$ cat config.mk
export PLATFORM = sky130hd
export DESIGN_NAME = cache_tag_ctrl_a
export DESIGN_NICKNAME = d
export VERILOG_FILES = /design/src/rtl/cache_tag_ctrl_a.sv
export SDC_FILE = /design/constraint.sdc
export NUM_CORES = 1
export LEC_CHECK = 0
export BUFFER_PORTS_ARGS = -buffer_cell sky130_fd_sc_hd__buf_4
export CAP_MARGIN = 20
export CORE_UTILIZATION = 57
export CTS_BUF_LIST = sky130_fd_sc_hd__clkbuf_8
export DETAILED_ROUTE_END_ITERATION = 10
export GPL_TIMING_DRIVEN = 0
export PLACE_DENSITY = 0.95
export SETUP_SLACK_MARGIN = 0.05
export SLEW_MARGIN = 30
export SYNTH_ARGS = -nofsm -noshare
export SYNTH_HDL_FRONTEND = slang
export SYNTH_SLANG_ARGS = --single-unit
$ cat constraint.sdc
create_clock -name clock -period 4.1 [get_ports clock]
set_input_delay 0 -clock clock [delete_from_list [all_inputs] [get_ports clock]]
set_output_delay 0 -clock clock [all_outputs]
set_load 0.02 [all_outputs]
$ cat src/rtl/cache_tag_ctrl_a.sv
// cache_tag_ctrl_a: MSI tag-lookup controller in front of a synchronous-read tag RAM.
// Serves CPU requests and bus snoops, issuing fills, upgrades and victim write-backs.
module cache_tag_ctrl_a #(
    parameter int AWIDTH  = 3,
    parameter int TWIDTH  = 9,
    parameter int DWIDTH  = 11,
    parameter int PAWIDTH = TWIDTH + AWIDTH
) (
    input  logic               clock,
    input  logic               reset,
    input  logic               cpu_req,
    input  logic               cpu_rw,
    input  logic [PAWIDTH-1:0] cpu_addr,
    output logic               cpu_done,
    output logic               cpu_hit,
    input  logic               snp_valid,
    input  logic [1:0]         snp_cmd,
    input  logic [PAWIDTH-1:0] snp_addr,
    output logic               snp_ack,
    output logic               snp_flush,
    output logic               bus_req,
    output logic [1:0]         bus_cmd,
    output logic [PAWIDTH-1:0] bus_addr,
    input  logic               bus_done,
    output logic [AWIDTH-1:0]  tr_addr,
    output logic [DWIDTH-1:0]  tr_din,
    output logic               tr_we,
    input  logic [DWIDTH-1:0]  tr_dout
);
    localparam logic [1:0] ST_I = 2'b00, ST_S = 2'b01, ST_M = 2'b10;
    localparam logic [1:0] C_RD = 2'b00, C_RDX = 2'b01, C_UPGR = 2'b10, C_FLUSH = 2'b11;

    typedef enum logic [2:0] {IDLE, CMP, WB, BREQ, UPD, SCMP, SUPD} state_t;

    state_t             state;
    logic [PAWIDTH-1:0] addr_q;
    logic               rw_q;
    logic [1:0]         scmd_q;
    logic               flush_q;

    logic [TWIDTH-1:0]  req_tag, ram_tag;
    logic [AWIDTH-1:0]  req_idx;
    logic [1:0]         ram_st, snp_st, fill_cmd;
    logic               tag_eq, ram_valid, hit, take_snp, take_cpu, snp_wr, snp_fl;

    assign req_tag   = addr_q[PAWIDTH-1:AWIDTH];
    assign req_idx   = addr_q[AWIDTH-1:0];
    assign ram_tag   = tr_dout[DWIDTH-1:2];
    assign ram_st    = tr_dout[1:0];
    assign tag_eq    = ram_tag == req_tag;
    assign ram_valid = ram_st == ST_S || ram_st == ST_M;
    assign hit       = tag_eq && ram_valid;
    assign fill_cmd  = rw_q ? C_RDX : C_RD;

    // A request still high during its own completion pulse must not be taken again
    assign take_snp = snp_valid && !snp_ack;
    assign take_cpu = cpu_req && !cpu_done;

    // The RAM samples the index on the accepting edge, so the lookup is presented
    // combinationally while idle; otherwise the latched index is held
    assign tr_addr = reset           ? '0 :
                     state != IDLE   ? req_idx :
                     take_snp        ? snp_addr[AWIDTH-1:0] :
                     take_cpu        ? cpu_addr[AWIDTH-1:0] : '0;

    assign snp_wr = hit && (scmd_q == C_RD   ? ram_st == ST_M :
                            scmd_q == C_RDX  ? 1'b1 :
                            scmd_q == C_UPGR ? ram_st == ST_S : 1'b0);
    assign snp_fl = hit && ram_st == ST_M && (scmd_q == C_RD || scmd_q == C_RDX);
    assign snp_st = scmd_q == C_RD ? ST_S : ST_I;

    always_ff @(posedge clock or posedge reset) begin
        if (reset) begin
            state     <= IDLE;
            addr_q    <= '0;
            rw_q      <= 1'b0;
            scmd_q    <= 2'b00;
            flush_q   <= 1'b0;
            cpu_done  <= 1'b0;
            cpu_hit   <= 1'b0;
            snp_ack   <= 1'b0;
            snp_flush <= 1'b0;
            bus_req   <= 1'b0;
            bus_cmd   <= 2'b00;
            bus_addr  <= '0;
            tr_din    <= '0;
            tr_we     <= 1'b0;
        end else begin
            cpu_done  <= 1'b0;
            cpu_hit   <= 1'b0;
            snp_ack   <= 1'b0;
            snp_flush <= 1'b0;
            tr_we     <= 1'b0;
            case (state)
                IDLE: begin
                    if (take_snp) begin
                        addr_q <= snp_addr;
                        scmd_q <= snp_cmd;
                        state  <= SCMP;
                    end else if (take_cpu) begin
                        addr_q <= cpu_addr;
                        rw_q   <= cpu_rw;
                        state  <= CMP;
                    end
                end
                CMP: begin
                    if (hit && (!rw_q || ram_st == ST_M)) begin
                        cpu_done <= 1'b1;
                        cpu_hit  <= 1'b1;
                        state    <= IDLE;
                    end else if (hit) begin
                        bus_req  <= 1'b1;
                        bus_cmd  <= C_UPGR;
                        bus_addr <= addr_q;
                        state    <= BREQ;
                    end else if (ram_st == ST_M) begin
                        bus_req  <= 1'b1;
                        bus_cmd  <= C_FLUSH;
                        bus_addr <= {ram_tag, req_idx};
                        state    <= WB;
                    end else begin
                        bus_req  <= 1'b1;
                        bus_cmd  <= fill_cmd;
                        bus_addr <= addr_q;
                        state    <= BREQ;
                    end
                end
                WB: begin
                    if (bus_done) begin
                        bus_req  <= 1'b0;
                        bus_cmd  <= fill_cmd;
                        bus_addr <= addr_q;
                        state    <= BREQ;
                    end
                end
                BREQ: begin
                    // Entered with bus_req low after a write-back; raise the fill next
                    if (bus_req && bus_done) begin
                        bus_req <= 1'b0;
                        tr_we   <= 1'b1;
                        tr_din  <= {req_tag, rw_q ? ST_M : ST_S};
                        state   <= UPD;
                    end else begin
                        bus_req <= 1'b1;
                    end
                end
                UPD: begin
                    cpu_done <= 1'b1;
                    state    <= IDLE;
                end
                SCMP: begin
                    flush_q <= snp_fl;
                    if (snp_wr) begin
                        tr_we  <= 1'b1;
                        tr_din <= {req_tag, snp_st};
                        state  <= SUPD;
                    end else begin
                        snp_ack <= 1'b1;
                        state   <= IDLE;
                    end
                end
                SUPD: begin
                    snp_ack   <= 1'b1;
                    snp_flush <= flush_q;
                    state     <= IDLE;
                end
                default: state <= IDLE;
            endcase
        end
    end
endmodule

# [Word-level counts from Yosys, hierarchy flattened]
# Index checks and enable logic that the tools add are counted.
[totals] reg_bits=50 in_bits=43 out_inout_bits=34 word_cells=106
[op_classes] eq_ne=16 n_mux=47 bitwise_logic=1 reduce_logical=28
[ops] operator="12-bit 2-to-1 mux" count=6
[ops] operator="3-bit 2-to-1 mux" count=9
[ops] operator="12-bit case mux with 2 select lines" count=1
[ops] operator="11-bit 2-to-1 mux" count=2
[ops] operator="11-bit case mux with 2 select lines" count=1
[ops] operator="1-bit 2-to-1 mux" count=16
[ops] operator="3-bit case mux with 5 select lines" count=1
[ops] operator="3-bit AND reduction" count=5
[ops] operator="2-bit 2-to-1 mux" count=6
[ops] operator="3-bit equality test, second input constant" count=3
[ops] operator="9-bit equality test" count=1
[ops] operator="1-bit logical AND" count=8
[ops] operator="2-bit != test, second input constant" count=4
[ops] operator="3-bit by 2-bit equality test with 1-bit output, second input constant" count=2
[ops] operator="1-bit case mux with 2 select lines" count=3
[ops] operator="2-bit nonzero test" count=3
[ops] operator="3-bit nonzero test" count=2
[ops] operator="2-bit by 1-bit equality test with 1-bit output, second input constant" count=2
[ops] operator="2-bit equality test, second input constant" count=2
[ops] operator="2-bit case mux with 2 select lines" count=1
[ops] operator="2-bit AND reduction" count=2
[ops] operator="3-bit by 1-bit equality test with 1-bit output, second input constant" count=1
[ops] operator="1-bit zero test" count=3
[ops] operator="3-bit zero test" count=1
[ops] operator="5 further kinds" count=7

# [Depth between registers and ports, before layout]
# Gate-level depths: netlist of the first run.
[logic_depth] depth_word=7 mapped_depth=8 depth_no_buf=7

# [Worst setup path before layout of the first run]
# Ideal clock, no wire load.
[synth_path] kind="register to register" from="register addr_q[11]" to="register bus_addr[0]" setup_ps=125 t_arrival_ps=1991 required_ps=3975 slack_ps=1984 stages_incl_launch_ff=7 path_buffers=1 period_less_slack_ps=2116 cell_sequence="dfrtp_1 -> xor2_1 -> nor4_4 -> o2111ai_4 -> a32oi_4 -> buf_12 -> mux2_4"
[synth_between] elab_chain_len=5 word_cells_on_any_way=8 classes_between="eq/ne: 2; mux: 3; reduce/logical: 3"
[synth_rtl] element="start: declaration" line="36" rtl="logic [PAWIDTH-1:0] addr_q;"
[synth_rtl] element="start signal: assignment" line="97" rtl="addr_q <= snp_addr;"
[synth_rtl] element="start signal: assignment" line="101" rtl="addr_q <= cpu_addr;"
[synth_rtl] element="9-bit equality test *" line="50" rtl="assign tag_eq = ram_tag == req_tag;"
[synth_rtl] element="1-bit logical AND *" line="52" rtl="assign hit = tag_eq && ram_valid;"
[synth_rtl] element="12-bit 2-to-1 mux / 1-bit logical AND (equally long branches)" line="111, 107"
[synth_rtl] element="12-bit 2-to-1 mux / 2-bit != test (equally long branches)"
[synth_rtl] element="12-bit case mux with 2 select lines / 3-bit AND reduction (equally long branches)"
[synth_rtl] element="end signal: assignment" line="114" rtl="bus_addr <= addr_q;"
[synth_rtl] element="end signal: assignment" line="119" rtl="bus_addr <= {ram_tag, req_idx};"
[synth_rtl] element="end signal: assignment" line="124" rtl="bus_addr <= addr_q;"
[synth_rtl] element="end: declaration" line="23" rtl="output logic [PAWIDTH-1:0] bus_addr,"
# Mark *: on every way between the ends. The rest lies on a longest branch, timed or not. The select of a mux whose other input is x is not followed.
# A chain may end at the register's enable or synchronous reset.

# [Worst setup path after layout of the first run]
[layout_path] from="register snp_ack" to="register addr_q[3]"
[layout_between] elab_chain_len=4 word_cells_on_any_way=5 classes_between="mux: 1; reduce/logical: 4"
[layout_rtl] element="start: declaration" line="19" rtl="output logic snp_ack,"
[layout_rtl] element="start signal: assignment" line="81" rtl="snp_ack <= 1'b0;"
[layout_rtl] element="start signal: assignment" line="91" rtl="snp_ack <= 1'b0;"
[layout_rtl] element="start signal: assignment" line="158" rtl="snp_ack <= 1'b1;"
[layout_rtl] element="1-bit zero test *" line="56" rtl="assign take_snp = snp_valid && !snp_ack;"
[layout_rtl] element="1-bit logical AND *" line="56"
[layout_rtl] element="2-bit nonzero test (no line)"
[layout_rtl] element="2-bit AND reduction (no line)"
# Mark *: on every way between the ends. The rest lies on a longest branch, timed or not.

==> results of run 1 <==
metrics by stage:
stage / power (W) / hold WS (ps)
4_1_cts: 0.00255 / 2.41
6_report: 0.00258 / 13.0
5_1_grt: 0.00271 / 32.8
3_3_place_gp: 0.00218 / 203
2_1_floorplan: 0.00179 / 79.8
3_5_place_dp: 0.00224 / 141
final timing paths:
path | start | endpoint
worst min-delay path | cpu_addr[7] | addr_q[7]
max in group asynchronous | reset | snp_flush
worst max register to register | snp_ack | addr_q[3]
min in group asynchronous | reset | bus_addr[1]
worst max-delay path | snp_ack | addr_q[3]
worst min register to register | flush_q | flush_q
metal layers:
| metal | vias up | share of wire (%) |
|---|---|---|
| met5 | - | 0 |
| met3 | 26 | 5.5 |
| li1 | 960 | - |
| met2 | 98 | 51 |
| met4 | 0 | 3.4 |
| met1 | 1051 | 40 |
cells by family (layout without fill, tap and decap cells):
| family | after synthesis | count (layout) | synth area share, % |
|---|---|---|---|
| simple gates | 49 | 49 | 10.1 |
| compound gates | 41 | 41 | 11.7 |
| flops | 50 | 50 | 49.1 |
| buf+inv | 18 | 117 | 3.34 |
| mux | 47 | 47 | 21.7 |
| fa+ha+maj | 2 | 2 | 0.983 |
| xor+xnor | 9 | 9 | 3.10 |
where the power goes:
part | switching [W] | internal (W) | leakage (nW)
Combinational | 0.000715 | 0.000669 | 1.01
Clock | 0.000163 | 0.000134 | 0.0524
Sequential | 0.000176 | 0.000719 | 0.624
critical path: stages, from the launching register on:
cell           delay (ps)
dfrtp_1               390
nor2b_1               110
clkbuf_1              430
buf_1                 650
mux2i_1               280
dlygate4sd3_1         590
o21ai_0                80
flip-flops by register name, indices dropped and copies added (netlist names):
signal,cells
addr_q,12
bus_addr,12
bus_cmd,2
bus_req,1
cpu_done,1
cpu_hit,1
flush_q,1
rw_q,1
scmd_q,2
snp_ack,1
snp_flush,1
state,3
tr_din,11
tr_we,1
final cells by class:
class | instances | area (um^2) | share of cell area [%]
Clock buffer | 6 | 82.6 | 2.41
Multi-Input combinational cell | 148 | 1210 | 35.3
Timing Repair Buffer | 91 | 721 | 21.1
Sequential cell | 50 | 1250 | 36.5
Tap cell | 50 | 62.6 | 1.83
Clock inverter | 2 | 8.76 | 0.256
Buffer | 9 | 51.3 | 1.50
Inverter | 9 | 36.3 | 1.06
placed cells by master (no fill, tap or decap), drive strengths merged, types with 3 or more instances in the layout:
| cell | Yosys | routed |
|---|---|---|
| mux2 | 35 | 35 |
| clkbuf | 6 | 12 |
| a21oi | 8 | 8 |
| nand3 | 3 | 3 |
| buf | 3 | 79 |
| o21ai | 15 | 15 |
| dlygate4sd3 | 0 | 15 |
| inv | 9 | 10 |
| xor2 | 9 | 9 |
| nor2b | 3 | 3 |
| mux2i | 12 | 12 |
| nand2b | 4 | 4 |
| nand2 | 17 | 17 |
| a21o | 4 | 4 |
| nor3 | 4 | 4 |
| nor2 | 13 | 13 |
| dfrtp | 50 | 50 |
timing repair:
| item | in CTS | in global routing |
|---|---|---|
| setup endpoints to repair | 0 | 0 |
| setup buffers | 0 | 0 |
| hold endpoints to repair | 59 | 0 |
| hold buffers | 15 | 0 |
==> out/results.tsv, run 1 <==
metric	value	unit
synth_area_leaders	dfrtp_1 49%, mux2_2 11%, mux2_4 5.9%	
holdPathStages	3	
reg2regPathDepth	6	
fmax	375	MHz
die_h	68.8	um
crit_fanout	10	
first_global_vias	2214	
async_flop_share	100	%
yosysWarnings	0	
place_inst	342	
reg2reg_slack	1430	ps
dieArea	4740	um^2
met2_usage	55.8	%
dpl_cell_area	3180	um^2
hold_viol_final	0	
fin_util	82.6	%
drive_above_1_share	40.0	%
synth_top_area_share	49.1	%
post-dp-hpwl	4360	um
rows	23	
gr-total-overflow	0	
die_w	68.8	um
worstSetupPathType	reg2reg	
core_region_area	4140	um^2
fillers	223	
finalNetCount	359	
fin_area	3420	um^2
pre_cts_ws	1770	ps
met1_usage	34.7	%
period_share	65.1	%
synth_nets	261	
drtAntennaViolNets	0	
routed_wl	6620	um
critPathRequiredTime	4280	ps
leakagePower	1.69	nW
ys_seq_area_share	49.1	%
grt_max_degree	51	
grt_usage	30.8	%
place.port_buffers	76	
vias	2135	
hp-class	in2reg	
syn-mean-instance-area	11.8	um^2
grt_pass1_wl	10300	um
rsz0062_at_grt	no	
path_clk_slew	90	ps
h-tree-depth	2	
cts-buffers-inserted	5	
finClkSkew	5.56	ps
clock-sinks	50	
final_cells	365	
cts_tree	built	
grt.busiest_layer	met2	
setup_viol	0	
viasPerCell	5.85	
syn_area	2550	um^2
initial_core_util	61.4	%
place.gp.congestion	0.877	
worst_pin_slew	775	ps
ioPinCount	77	
start_kind	register	
cellPowerDensity	753	nW/um^2
synth.most_common_cell	dfrtp_1	
postLayoutSetupSlackWorst	1430	ps
cts.path.max_buffers	2	
min_period	2670	ps
synth-seq-cells	50	
drt_iter0_markers	167	
cts_root_buffer	clkbuf_8	
antenna_cells	0	
cts_resized	0	
slew_viol_final	0	
synth_edf_count	0	
synth_cell_types	37	
syn_inst	216	
synth_top_flop_cell	dfrtp_1	
crit_arrival	2840	ps
slew_headroom	48.3	%
ys_top_cells_by_count	50 x dfrtp_1, 25 x mux2_2, 17 x nand2_1	
ir_drop	0.000456	V
critPathCaptureType	register	
clock_latency	310	ps
grt_use_met3	7.07	%
yosys.area.top_type	dfrtp_1	
run_status	complete, no violations	
drc	0	
firstDrtPassIters	4	
antenna_found_initial	0	
fin_tns_setup	0	ps
area_growth	34.4	%
cap_viol_max_count	0	
detail_route.wl_per_cell	18.1	um
Power figures use the tool's default switching activity.
==> run 2: changes to the inputs <==
--- a/config.mk
+++ b/config.mk
@@ -7,11 +7,11 @@
 export LEC_CHECK = 0
 export BUFFER_PORTS_ARGS = -buffer_cell sky130_fd_sc_hd__buf_4
 export CAP_MARGIN = 20
-export CORE_UTILIZATION = 57
+export CORE_UTILIZATION = 48
 export CTS_BUF_LIST = sky130_fd_sc_hd__clkbuf_8
 export DETAILED_ROUTE_END_ITERATION = 10
 export GPL_TIMING_DRIVEN = 0
-export PLACE_DENSITY = 0.95
+export PLACE_DENSITY = 0.88
 export SETUP_SLACK_MARGIN = 0.05
 export SLEW_MARGIN = 30
 export SYNTH_ARGS = -nofsm -noshare
==> constraint.sdc (replaced) <==
create_clock -name clock -period 2.3 [get_ports clock]
set_input_delay 0 -clock clock [delete_from_list [all_inputs] [get_ports clock]]
set_output_delay 0 -clock clock [all_outputs]
set_load 0.02 [all_outputs]
==> out/results.tsv, run 2 (synthesis gave the netlist of run 1 again) <==
metric	value	unit	change
cts.path.max_buffers	2		unchanged
cellPowerDensity	1300	nW/um^2	was 753 nW/um^2
path_clk_slew	80	ps	was 90 ps
min_period	2160	ps	was 2670 ps
period_share	93.8	%	was 65.1%
finClkSkew	8.51	ps	was 5.56 ps
worst_pin_slew	760	ps	was 775 ps
cts_root_buffer	clkbuf_8		unchanged
slew_viol_final	0		unchanged
largestRegisters	addr_q (12), bus_addr (12), tr_din (11)		unchanged
top_layer_used	met4		unchanged
die_w	74.8	um	was 68.8 um
drc	0		unchanged
clock-sinks	50		unchanged
cts_tree	built		unchanged
drive_above_1_share	42.2	%	was 40.0%
dr_wl_met2	2950	um	was 3380 um
worstSetupPathType	reg2reg		unchanged
detail_route.wl_per_cell	14.9	um	was 18.1 um
p_clk_share	11.6	%	was 11.5%
fin_tns_setup	0	ps	unchanged
final_cell_mix	81 x buf_4, 50 x dfrtp_1, 25 x mux2_2		was 76 x buf_4, 50 x dfrtp_1, 25 x mux2_2
firstDrtPassIters	4		unchanged
internal-power	0.00275	W	was 0.00152 W
drtAntennaViolNets	0		unchanged
antenna_found_initial	0		unchanged
grt_max_degree	51		unchanged
fin_area	3520	um^2	was 3420 um^2
viasPerCell	5.16		was 5.85
dpl_cell_area	3210	um^2	was 3180 um^2
run_status	complete, no violations		unchanged
antenna_cells	0		unchanged
cts-buffers-inserted	5		unchanged
grt_usage	23.7	%	was 30.8%
met1_length	2510	um	was 2650 um
critPathCaptureType	register		unchanged
drt_iter0_markers	113		was 167
routed_wl	5820	um	was 6620 um
finalNetCount	364		was 359
post-dp-hpwl	4190	um	was 4360 um
clock_latency	300	ps	was 310 ps
place.port_buffers	76		unchanged
final_common_cell	buf_4		unchanged
cap_viol_max_count	0		unchanged
dieArea	5600	um^2	was 4740 um^2
holdWs	8.47	ps	was 13.0 ps
critPathRequiredTime	2490	ps	was 4280 ps
first_global_vias	2059		was 2,214
crit_fanout	5		was 10
p_sw_share	39.9	%	was 40.9%
h-tree-depth	2		unchanged
hold_viol_final	0		unchanged
fmax	464	MHz	was 375 MHz
setup_viol	0		unchanged
switchingPower	0.00182	W	was 0.00105 W
vias	2013		was 2,135
grt_pass1_wl	9720	um	was 10,300 um
fin_util	68.9	%	was 82.6%
core_region_area	5110	um^2	was 4140 um^2
postLayoutSetupSlackWorst	143	ps	was 1430 ps
comb_power_share	53.3	%	was 53.7%
wl_met3	328	um	was 365 um
ir_drop	0.000760	V	was 0.000456 V
slew_headroom	49.3	%	was 48.3%
rsz0062_at_grt	no		unchanged
ioPinCount	77		unchanged
die_h	74.8	um	was 68.8 um
initial_core_util	49.9	%	was 61.4%
hp-class	in2reg		unchanged
gr-total-overflow	0		unchanged
start_kind	register		unchanged
pre_cts_ws	-42.3	ps	was 1770 ps
p_seq_share	35.1	%	was 34.7%
leakagePower	1.72	nW	was 1.69 nW
crit_arrival	2350	ps	was 2840 ps
place.gp.congestion	0.903		was 0.877
area_growth	38.2	%	was 34.4%
rows	26		was 23
==> run 2: cell types whose count changed in the layout (fill, tap and decap cells not counted), sizes merged <==
cell,before,now
dlygate4sd3,15,17
clkbuf,12,11
buf,79,83
clkinvlp,0,1
inv,10,9
==> run 2: worst paths after layout <==
check	startpoint	to	slack (ps)	cells after the start
max in group asynchronous	reset	scmd_q[1]	1560	3
min in group asynchronous	reset	addr_q[1]	340	3
max reg2reg	addr_q[4]	bus_addr[6]	140	6
max	addr_q[4]	bus_addr[6]	140	6
min	cpu_addr[10]	addr_q[10]	8	3
min reg2reg	addr_q[0]	addr_q[0]	510	1
==> run 2: metal layers <==
metal | GRT usage [%] | up-vias
met5 | 0 | -
met4 | 6.71 | 0
met1 | 30.4 | 953
met2 | 39.8 | 79
li1 | - | 975
met3 | 5.89 | 6
==> run 2: worst max-delay path, stage by stage, from the launching register on <==
cell,delay (ps)
dfrtp_1,420
xor2_1,200
nor4_4,440
o2111ai_4,190
a32oi_4,280
buf_4,190
mux2_2,320
==> run 2: final cells by class <==
type / instances / area (um^2)
Buffer: 8 / 51.3
Clock buffer: 6 / 82.6
Clock inverter: 2 / 12.5
Fill cell: 373 / 1590
Inverter: 9 / 36.3
Multi-Input combinational cell: 148 / 1230
Sequential cell: 50 / 1250
Tap cell: 70 / 87.6
Timing Repair Buffer: 97 / 771
==> run 2: repair_timing <==
item,in CTS,in global routing
hold buffers,17,0
hold endpoints to repair,60,0
resized for setup,0,8
setup endpoints to repair,10,26
buffers inserted,2,2
pin swaps,1,3
==> run 2: power groups by stage <==
stage	Combinational, W	Clock (W)	Sequential (W)
5_1_grt	0.00265	0.000582	0.00166
3_3_place_gp	0.00233	0	0.00157
4_1_cts	0.00244	0.000539	0.00157
3_5_place_dp	0.00238	0	0.00159
6_report	0.00243	0.000531	0.00161
2_1_floorplan	0.00139	0	0.00180
==> run 2: through the flow <==
stage,instances,power (W)
5_1_grt,390,0.00489
6_report,390,0.00457
3_5_place_dp,362,0.00396
3_3_place_gp,362,0.00390
4_1_cts,389,0.00455
2_1_floorplan,216,0.00320
